==> src/rtl/lif_pkg.sv <==
// Shared types and helpers for the leaky integrate-and-fire neuron.
// The optional spike counter width (LIF_SPIKE_COUNT_EN builds) also lives here.
package lif_pkg;

  localparam int SPIKE_CNT_W = 16;
  localparam int SAT_W       = 32;

  typedef enum logic [1:0] {
    ST_INTEGRATE = 2'd0,
    ST_FIRE      = 2'd1,
    ST_REFRACT   = 2'd2
  } lif_state_t;

  // Clamp a signed add/sub result into the unsigned range 0 .. 2^width-1.
  function automatic logic [SAT_W-1:0] sat_unsigned(
    input logic signed [SAT_W+1:0] value,
    input int unsigned             width
  );
    logic signed [SAT_W+1:0] max_val;
    max_val = '0;
    for (int i = 0; i < SAT_W; i++) begin
      if (i < int'(width)) max_val[i] = 1'b1;
    end
    if (value[SAT_W+1])        return '0;
    else if (value > max_val)  return max_val[SAT_W-1:0];
    else                       return value[SAT_W-1:0];
  endfunction

endpackage

==> src/rtl/lif_leak_timer.sv <==
// Free-running modulo-LEAK_PERIOD counter; leak_tick marks the last count.
// Runs regardless of the neuron state so leak phase is fixed relative to reset.
module lif_leak_timer
  import lif_pkg::*;
#(
  parameter int LEAK_PERIOD = 8
) (
  input  logic clk,
  input  logic rst,
  output logic leak_tick
);

  localparam int CNT_W = (LEAK_PERIOD > 1) ? $clog2(LEAK_PERIOD) : 1;
  localparam logic [CNT_W-1:0] LAST = CNT_W'(LEAK_PERIOD - 1);

  if (LEAK_PERIOD < 1) begin : g_bad_period
    $error("lif_leak_timer: LEAK_PERIOD must be >= 1");
  end

  logic [CNT_W-1:0] leak_cnt;

  assign leak_tick = (leak_cnt == LAST);

  // NOTE: reset is synchronous and active-low here, so it lives inside the clocked branch.
  always_ff @(posedge clk) begin
    if (!rst)           leak_cnt <= '0;
    else if (leak_tick) leak_cnt <= '0;
    else                leak_cnt <= leak_cnt + 1'b1;
  end

endmodule

==> src/rtl/lif_neuron.sv <==
// Leaky integrate-and-fire neuron: integrate WEIGHT per spike, linear leak, refractory hold.
// Define LIF_SPIKE_COUNT_EN to add a saturating 16-bit count of fired spikes.
module lif_neuron
  import lif_pkg::*;
#(
  parameter int POT_W          = 8,
  parameter int WEIGHT         = 16,
  parameter int THRESHOLD      = 100,
  parameter int LEAK           = 1,
  parameter int LEAK_PERIOD    = 8,
  parameter int REFRACT_CYCLES = 4
) (
  input  logic             clk,
  input  logic             rst,
  input  logic             spike_in,
  output logic             spike_out,
  output logic [POT_W-1:0] potential,
  output logic             refractory
`ifdef LIF_SPIKE_COUNT_EN
  ,
  output logic [SPIKE_CNT_W-1:0] spike_count
`endif
);

  localparam int SUM_W = POT_W + 2;
  localparam int REF_W = (REFRACT_CYCLES > 0) ? $clog2(REFRACT_CYCLES + 1) : 1;

  localparam logic [1:0] S_INTEGRATE = ST_INTEGRATE;
  localparam logic [1:0] S_FIRE      = ST_FIRE;
  localparam logic [1:0] S_REFRACT   = ST_REFRACT;

  localparam logic signed [SUM_W-1:0] WEIGHT_S = SUM_W'(WEIGHT);
  localparam logic signed [SUM_W-1:0] LEAK_S   = SUM_W'(LEAK);
  localparam logic [POT_W-1:0]        THRESH   = POT_W'(THRESHOLD);

  if (THRESHOLD < 1 || THRESHOLD > (1 << POT_W) - 1) begin : g_bad_threshold
    $error("lif_neuron: THRESHOLD must be within 1 .. 2^POT_W-1");
  end

  logic [1:0]              state;
  logic [REF_W-1:0]        ref_cnt;
  logic                    leak_tick;
  logic signed [SUM_W-1:0] sum;
  logic [POT_W-1:0]        p_n;
  logic                    fire;

  lif_leak_timer #(
    .LEAK_PERIOD (LEAK_PERIOD)
  ) u_leak_timer (
    .clk       (clk),
    .rst       (rst),
    .leak_tick (leak_tick)
  );

  // Spike and leak on the same edge fold into one update before saturation.
  // NOTE: every variable assigned in always_comb gets a value first, so no latch is inferred.
  always_comb begin
    sum = $signed({2'b00, potential});
    if (spike_in)  sum = sum + WEIGHT_S;
    if (leak_tick) sum = sum - LEAK_S;
  end

  assign p_n  = POT_W'(sat_unsigned((SAT_W + 2)'(sum), POT_W));
  assign fire = (p_n >= THRESH);

  // NOTE: state registers use non-blocking assignments so all updates see pre-edge values.
  always_ff @(posedge clk) begin
    if (!rst) begin
      state      <= S_INTEGRATE;
      potential  <= '0;
      spike_out  <= 1'b0;
      refractory <= 1'b0;
      ref_cnt    <= '0;
    end else begin
      case (state)
        S_INTEGRATE: begin
          if (fire) begin
            state      <= S_FIRE;
            spike_out  <= 1'b1;
            refractory <= 1'b1;
            potential  <= '0;
          end else begin
            potential  <= p_n;
          end
        end
        S_FIRE: begin
          spike_out <= 1'b0;
          potential <= '0;
          ref_cnt   <= REF_W'(REFRACT_CYCLES);
          if (REFRACT_CYCLES == 0) begin
            state      <= S_INTEGRATE;
            refractory <= 1'b0;
          end else begin
            state      <= S_REFRACT;
          end
        end
        S_REFRACT: begin
          potential <= '0;
          ref_cnt   <= ref_cnt - 1'b1;
          if (ref_cnt == REF_W'(1)) begin
            state      <= S_INTEGRATE;
            refractory <= 1'b0;
          end
        end
        default: begin
          state      <= S_INTEGRATE;
          potential  <= '0;
          spike_out  <= 1'b0;
          refractory <= 1'b0;
          ref_cnt    <= '0;
        end
      endcase
    end
  end

`ifdef LIF_SPIKE_COUNT_EN
  always_ff @(posedge clk) begin
    if (!rst) begin
      spike_count <= '0;
    end else if (state == S_INTEGRATE && fire && spike_count != '1) begin
      spike_count <= spike_count + 1'b1;
    end
  end
`endif

endmodule
==> config.mk <==
export PLATFORM = sky130hd
export DESIGN_NAME = lif_neuron
export DESIGN_NICKNAME = d
export VERILOG_FILES = /design/src/rtl/lif_pkg.sv /design/src/rtl/lif_leak_timer.sv /design/src/rtl/lif_neuron.sv
export SDC_FILE = /design/constraint.sdc
export NUM_CORES = 1
export LEC_CHECK = 0
export BUFFER_PORTS_ARGS = -buffer_cell sky130_fd_sc_hd__buf_2
export CAP_MARGIN = 10
export CORE_MARGIN = 2
export CORE_UTILIZATION = 59
export CTS_BUF_LIST = sky130_fd_sc_hd__clkbuf_4 sky130_fd_sc_hd__clkbuf_8
export CTS_CLUSTER_SIZE = 30
export DETAILED_ROUTE_END_ITERATION = 16
export PLACE_DENSITY = 0.77
export RECOVER_POWER = 100
export SYNTH_ARGS = -nofsm -noshare
export SYNTH_HDL_FRONTEND = slang
export SYNTH_SLANG_ARGS = --single-unit
==> constraint.sdc <==
create_clock -name clk -period 2.97 [get_ports clk]
set_input_delay 0.4455 -clock clk [delete_from_list [all_inputs] [get_ports clk]]
set_output_delay 0.4455 -clock clk [all_outputs]
set_load 0.01 [all_outputs]
==> impl_metrics.tcl, run 1 <==
set metrics [dict create \
    ys_warn_count 0 \
    start_util_pct 64.5 \
    grt_pass1_wl_um 3280 \
    min_path_type "reg2reg" \
    cts_hold_buf 0 \
    clockBufferDepth 2 \
    antenna_cells_inserted 0 \
    grt_start_max_net_pins 14 \
    fin_nets 147 \
    grt_setup_unrepaired "false" \
    seq_area_um2 360 \
    grt_antenna_before_repair 0 \
    crit_path_max_fanout 9 \
    avgSynthCellArea_um2 9.11 \
    rr_worst_depth 8 \
    ys_types 48 \
    grt_pass1_vias 766 \
    clkSlewWorstSetupHoldPaths_ps 100 \
    root_buffer "clkbuf_4" \
    hold_depth 1 \
    synth.area.mux_share_pct 1.32 \
    tns_ps 0 \
    antenna_left 0 \
    core_area_um2 1760 \
    cts_tree "built" \
    slew_headroom_pct 63.3 \
    ctsResizeCount 0 \
    cp-end-kind "flop" \
    post-route-util_pct 68.4 \
    clock_latency_ps 300 \
    netlist_area_um2 1140 \
    synth-simple-area-share_pct 19.9 \
    synth_compound_area_share_pct 23.2 \
    portBuffers 12 \
    gp_congestion 0.730 \
    totalWireLength_um 2070 \
    cts_setup_buffers 0 \
    cts_buffers 3 \
    drc 0 \
    syn_inst 125 \
    fin_total_pwr_uw 518 \
    synthTopCellsByArea "dfxtp_1 (32%), ha_1 (9.9%), xor2_1 (4.6%)" \
    fill_cells 159 \
    async_flop_share_pct 0 \
    setup_ws_ps 319 \
    viasPerCell 5.81 \
    grt_overflow_total 0 \
    drtIter0Drc 26 \
    track_usage_pct 20.8 \
    synth-main-ff-cell "dfxtp_1" \
    synth_enable_flop_cells 0 \
    dp_hpwl_um 1530 \
    syn-num-nets 137 \
    synthToLayoutAreaGrowth_pct 5.93 \
    yosys.area_share.xor_xnor_pct 7.69 \
    status "finished, final reports clean" \
    final_cell_mix "dfxtp_1 (18), nand2_1 (10), clkbuf_1 (10), ha_1 (9)" \
    ys_seq_area_share_pct 31.6 \
    irDropWorstVdd_uv 294 \
    min_period_over_period_pct 89.3 \
    cp.required_ps 3200 \
    cp.arrival_ps 2880 \
    die_w_um 47.9 \
    clock_sinks 18 \
    row_count 15 \
    ios 13 \
    worst_pin_slew_ps 545 \
    start_kind "flop" \
    dpl_worst_slack_ps 335 \
    via_count 923 \
    firstDrtPassIters 4 \
    die_h_um 47.9 \
    drive_gt1_share_pct 9.70 \
    synthAdderAreaFrac_pct 9.89 \
    final_common_cell "dfxtp_1" \
    critical_path_class "reg2reg" \
    drv_cap 0 \
    min_period_ps 2650 \
    yosys_register_bits 18 \
    leakage_uw 0.000456 \
    power_density_nw_per_um2 429 \
    multi_input_area_um2 701 \
    synth_top_family_by_area "compound AO/OA/AOI/OAI gates" \
    max_freq_ghz 0.377 \
    synth_top_area_share_pct 31.6 \
    clock_skew_ps 6.67 \
    dieArea_um2 2300 \
    yosysTopAreaCell "dfxtp_1" \
    h-tree-depth 1 \
    hold_viol 0 \
    slew_viol_final 0 \
    setup_violations 0 \
    wire_per_inst_um 13.0 \
]
## Yosys cell counts, types with 4 or more instances
library cell   n
a21oi_1        8
dfxtp_1       18
ha_1           9
inv_1          8
nand2_1       10
nor2_1         4
xnor2_1        4
xor2_1         6
## per-stage QoR
| step | hold WS [ps] | instances | area [um2] |
|---|---|---|---|
| final | 433 | 159 | 1210 |
| after global routing | 458 | 159 | 1210 |
| after CTS | 439 | 159 | 1230 |
| after detailed placement | 423 | 155 | 1190 |
| after global placement | 411 | 155 | 1190 |
| after floorplan | 403 | 125 | 1140 |
## per-layer routing
metal	vias to the layer above	global-route usage, %	wire [um]
li1	473	-	-
met1	429	28.0	1060
met2	16	32.3	896
met3	5	4.53	81
met4	0	8.11	32
met5	-	0	0
## critical path: stages, from the launching register on
cell,delay [ps]
dfxtp_1,350
ha_1,150
ha_1,290
or3b_1,450
or2_0,290
or3_1,410
a21boi_4,240
nand4_2,220
a21oi_1,190
## path summary, 6_finish.rpt
path                                 start                        to  slack (ps)
setup / recovery  u_leak_timer.leak_cnt[0]              potential[0]         320
hold / removal    u_leak_timer.leak_cnt[0]  u_leak_timer.leak_cnt[0]         430
setup reg to reg  u_leak_timer.leak_cnt[0]              potential[0]         320
hold reg to reg   u_leak_timer.leak_cnt[0]  u_leak_timer.leak_cnt[0]         430
## cell families (layout without fill, tap and decap cells)
logic type                 Yosys count  count (layout)
buffers and inverters               15              24
and+or+nand+nor                     37              37
muxes                                1               1
adders and majority gates            9               9
DFF                                 18              18
other                                1               1
AOI/OAI and AO/OA                   34              34
xor gates and xnor gates            10              10
## state kept, by name (all words and copies together), names as in the netlist
signal and count:
potential 8, ref_cnt 3, u_leak_timer.leak_cnt 3, state 2, refractory 1, spike_out 1
## area by class of cell
cell class / count / area share, %
tap: 25 / 2.59
multi-input combinational: 92 / 58.1
inverter: 8 / 2.49
timing repair buffer: 12 / 3.94
clock buffer: 4 / 3.01
sequential: 18 / 29.9
## power breakdown
| part | total [uW] | leakage [uW] | internal [uW] | switching [uW] |
|---|---|---|---|---|
| clock network | 156 | 0.0000210 | 74.8 | 80.8 |
| logic | 94.8 | 0.000288 | 40.5 | 54.3 |
| registers | 267 | 0.000147 | 256 | 11.8 |
| total | 518 | 0.000456 | 371 | 147 |
Power figures use the tool's default switching activity.
==> run 2, diff against run 1 <==
--- a/config.mk
+++ b/config.mk
@@ -13,7 +13,7 @@
 export CTS_CLUSTER_SIZE = 30
 export DETAILED_ROUTE_END_ITERATION = 16
 export PLACE_DENSITY = 0.77
-export RECOVER_POWER = 100
+export RECOVER_POWER = 50
 export SYNTH_ARGS = -nofsm -noshare
 export SYNTH_HDL_FRONTEND = slang
 export SYNTH_SLANG_ARGS = --single-unit
==> run 2 against run 1 <==
Effect of this change:
- via count rose by 0.43%
- cell count did not move
- clock-buffer cell count did not move
- worst hold slack improved by 0.79 ps
- global-route usage did not move
- combinational power rose by 2.4%
- first-iteration DRC count rose by 19%
- critical endpoint unchanged
==> impl_metrics.tcl, run 2 (synthesized netlist as in run 1, its figures left out) <==
set metrics [dict create \
    root_buffer "clkbuf_4" \
    viasPerCell 5.83 \
    largest_reg_flops 8 \
    die_h_um 47.9 \
    synthToLayoutAreaGrowth_pct 6.92 \
    start_util_pct 64.5 \
    cpMostUsedCell "ha_1" \
    cp.required_ps 3200 \
    slew_viol_final 0 \
    drtIter0Drc 31 \
    grt_setup_unrepaired "false" \
    critPathBufInv 0 \
    placed_cells 155 \
    clock_skew_ps 7.94 \
    layoutNonFillerInstCount 159 \
    cp.arrival_ps 2870 \
    ios 13 \
    track_usage_pct 20.8 \
    seq_area_um2 360 \
    core_area_um2 1760 \
    clockBufferDepth 2 \
    max_flop_register "potential" \
    grt_antenna_before_repair 0 \
    min_period_ps 2640 \
    ctsResizeCount 0 \
    wire_per_inst_um 12.9 \
    clock_sinks 18 \
    crit_path_max_fanout 9 \
    cp_slowest_cell "or3b_4" \
    critical_path_class "reg2reg" \
    final_common_cell "dfxtp_1" \
    portBuffers 12 \
    cts_tree "built" \
    h-tree-depth 1 \
    power_density_nw_per_um2 426 \
    setup_violations 0 \
    cts_hold_buf 0 \
    gp_congestion 0.730 \
    dpl_worst_slack_ps 335 \
    min_period_over_period_pct 88.9 \
    worst_pin_slew_ps 670 \
    row_count 15 \
    slew_headroom_pct 55.0 \
    grt_start_max_net_pins 14 \
    totalWireLength_um 2050 \
    grt_pass1_vias 766 \
    reg_top3 "potential x8, ref_cnt x3, u_leak_timer.leak_cnt x3" \
    fill_cells 155 \
    crit_family "simple AND/OR/NAND/NOR gates" \
    leakage_uw 0.000470 \
    hold_viol 0 \
    drive_gt1_share_pct 12.7 \
    grt_pass1_wl_um 3280 \
    firstDrtPassIters 4 \
    final_cell_mix "dfxtp_1 (18), nand2_1 (10), ha_1 (9)" \
    cts_buffers 3 \
    fin_area_um2 1220 \
    setup_ws_ps 329 \
    multi_input_area_um2 709 \
    crit_path_cell_trace "ha_1 -> ha_1 -> or3b_4 -> or2_1 -> or3_1 -> a21boi_4 -> nand4_2 -> a21oi_1" \
    slowest_delay_ps 440 \
    min_path_type "reg2reg" \
    irDropWorstVdd_uv 295 \
    drv_cap 0 \
    clkSlewWorstSetupHoldPaths_ps 100 \
    post_dp_cell_area_um2 1190 \
    antenna_cells_inserted 0 \
    die_w_um 47.9 \
    grt_overflow_total 0 \
    via_count 927 \
    cp-end-kind "flop" \
    dp_hpwl_um 1530 \
    dieArea_um2 2300 \
    antenna_left 0 \
    cts_setup_buffers 0 \
    clock_latency_ps 300 \
    fin_nets 147 \
    max_freq_ghz 0.379 \
    drc 0 \
    start_kind "flop" \
    status "finished, final reports clean" \
    tns_ps 0 \
]
## run 2: worst paths after layout
kind / from / to / slack [ps] / cells past startpoint
max: u_leak_timer.leak_cnt[0] / potential[0] / 330 / 8
min: u_leak_timer.leak_cnt[0] / u_leak_timer.leak_cnt[0] / 430 / 1
max reg2reg: u_leak_timer.leak_cnt[0] / potential[0] / 330 / 8
min reg2reg: u_leak_timer.leak_cnt[0] / u_leak_timer.leak_cnt[0] / 430 / 1
## run 2: cell type report
cell class                 instances  share of cell area, %
inverter                           8                   2.47
clock buffer                       4                   2.98
timing repair buffer              12                   4.11
multi-input combinational         92                   58.3
tap                               25                   2.57
sequential                        18                   29.6
## run 2: through the flow
stage	power, uW	hold WS (ps)	util [%]
floorplan	350	403	-
global placement	367	411	67.5
detailed placement	371	423	67.5
CTS	525	439	69.6
global route	545	458	69.0
finish	519	434	69.0
## run 2: worst register-to-register path: stages, from the launching register on
cell and delay (ps):
dfxtp_1 350, ha_1 150, ha_1 290, or3b_4 440, or2_1 270, or3_1 400
a21boi_4 250, nand4_2 230, a21oi_1 190
## run 2: power by group
part | internal, uW | switching [uW] | leakage, uW | total [uW]
combinational | 42.0 | 55.1 | 0.000302 | 97.1
clock | 74.7 | 80.1 | 0.0000210 | 155
sequential | 256 | 11.6 | 0.000147 | 267
total | 372 | 147 | 0.000470 | 519
## run 2: metal layers
layer  GRT usage, %  up-vias  wire length [um]
li1               -      474                 -
met4           8.11        0                31
met5              0        -                 0
met2           32.3       18               869
met3           4.53        5                69
met1           28.0      430              1070
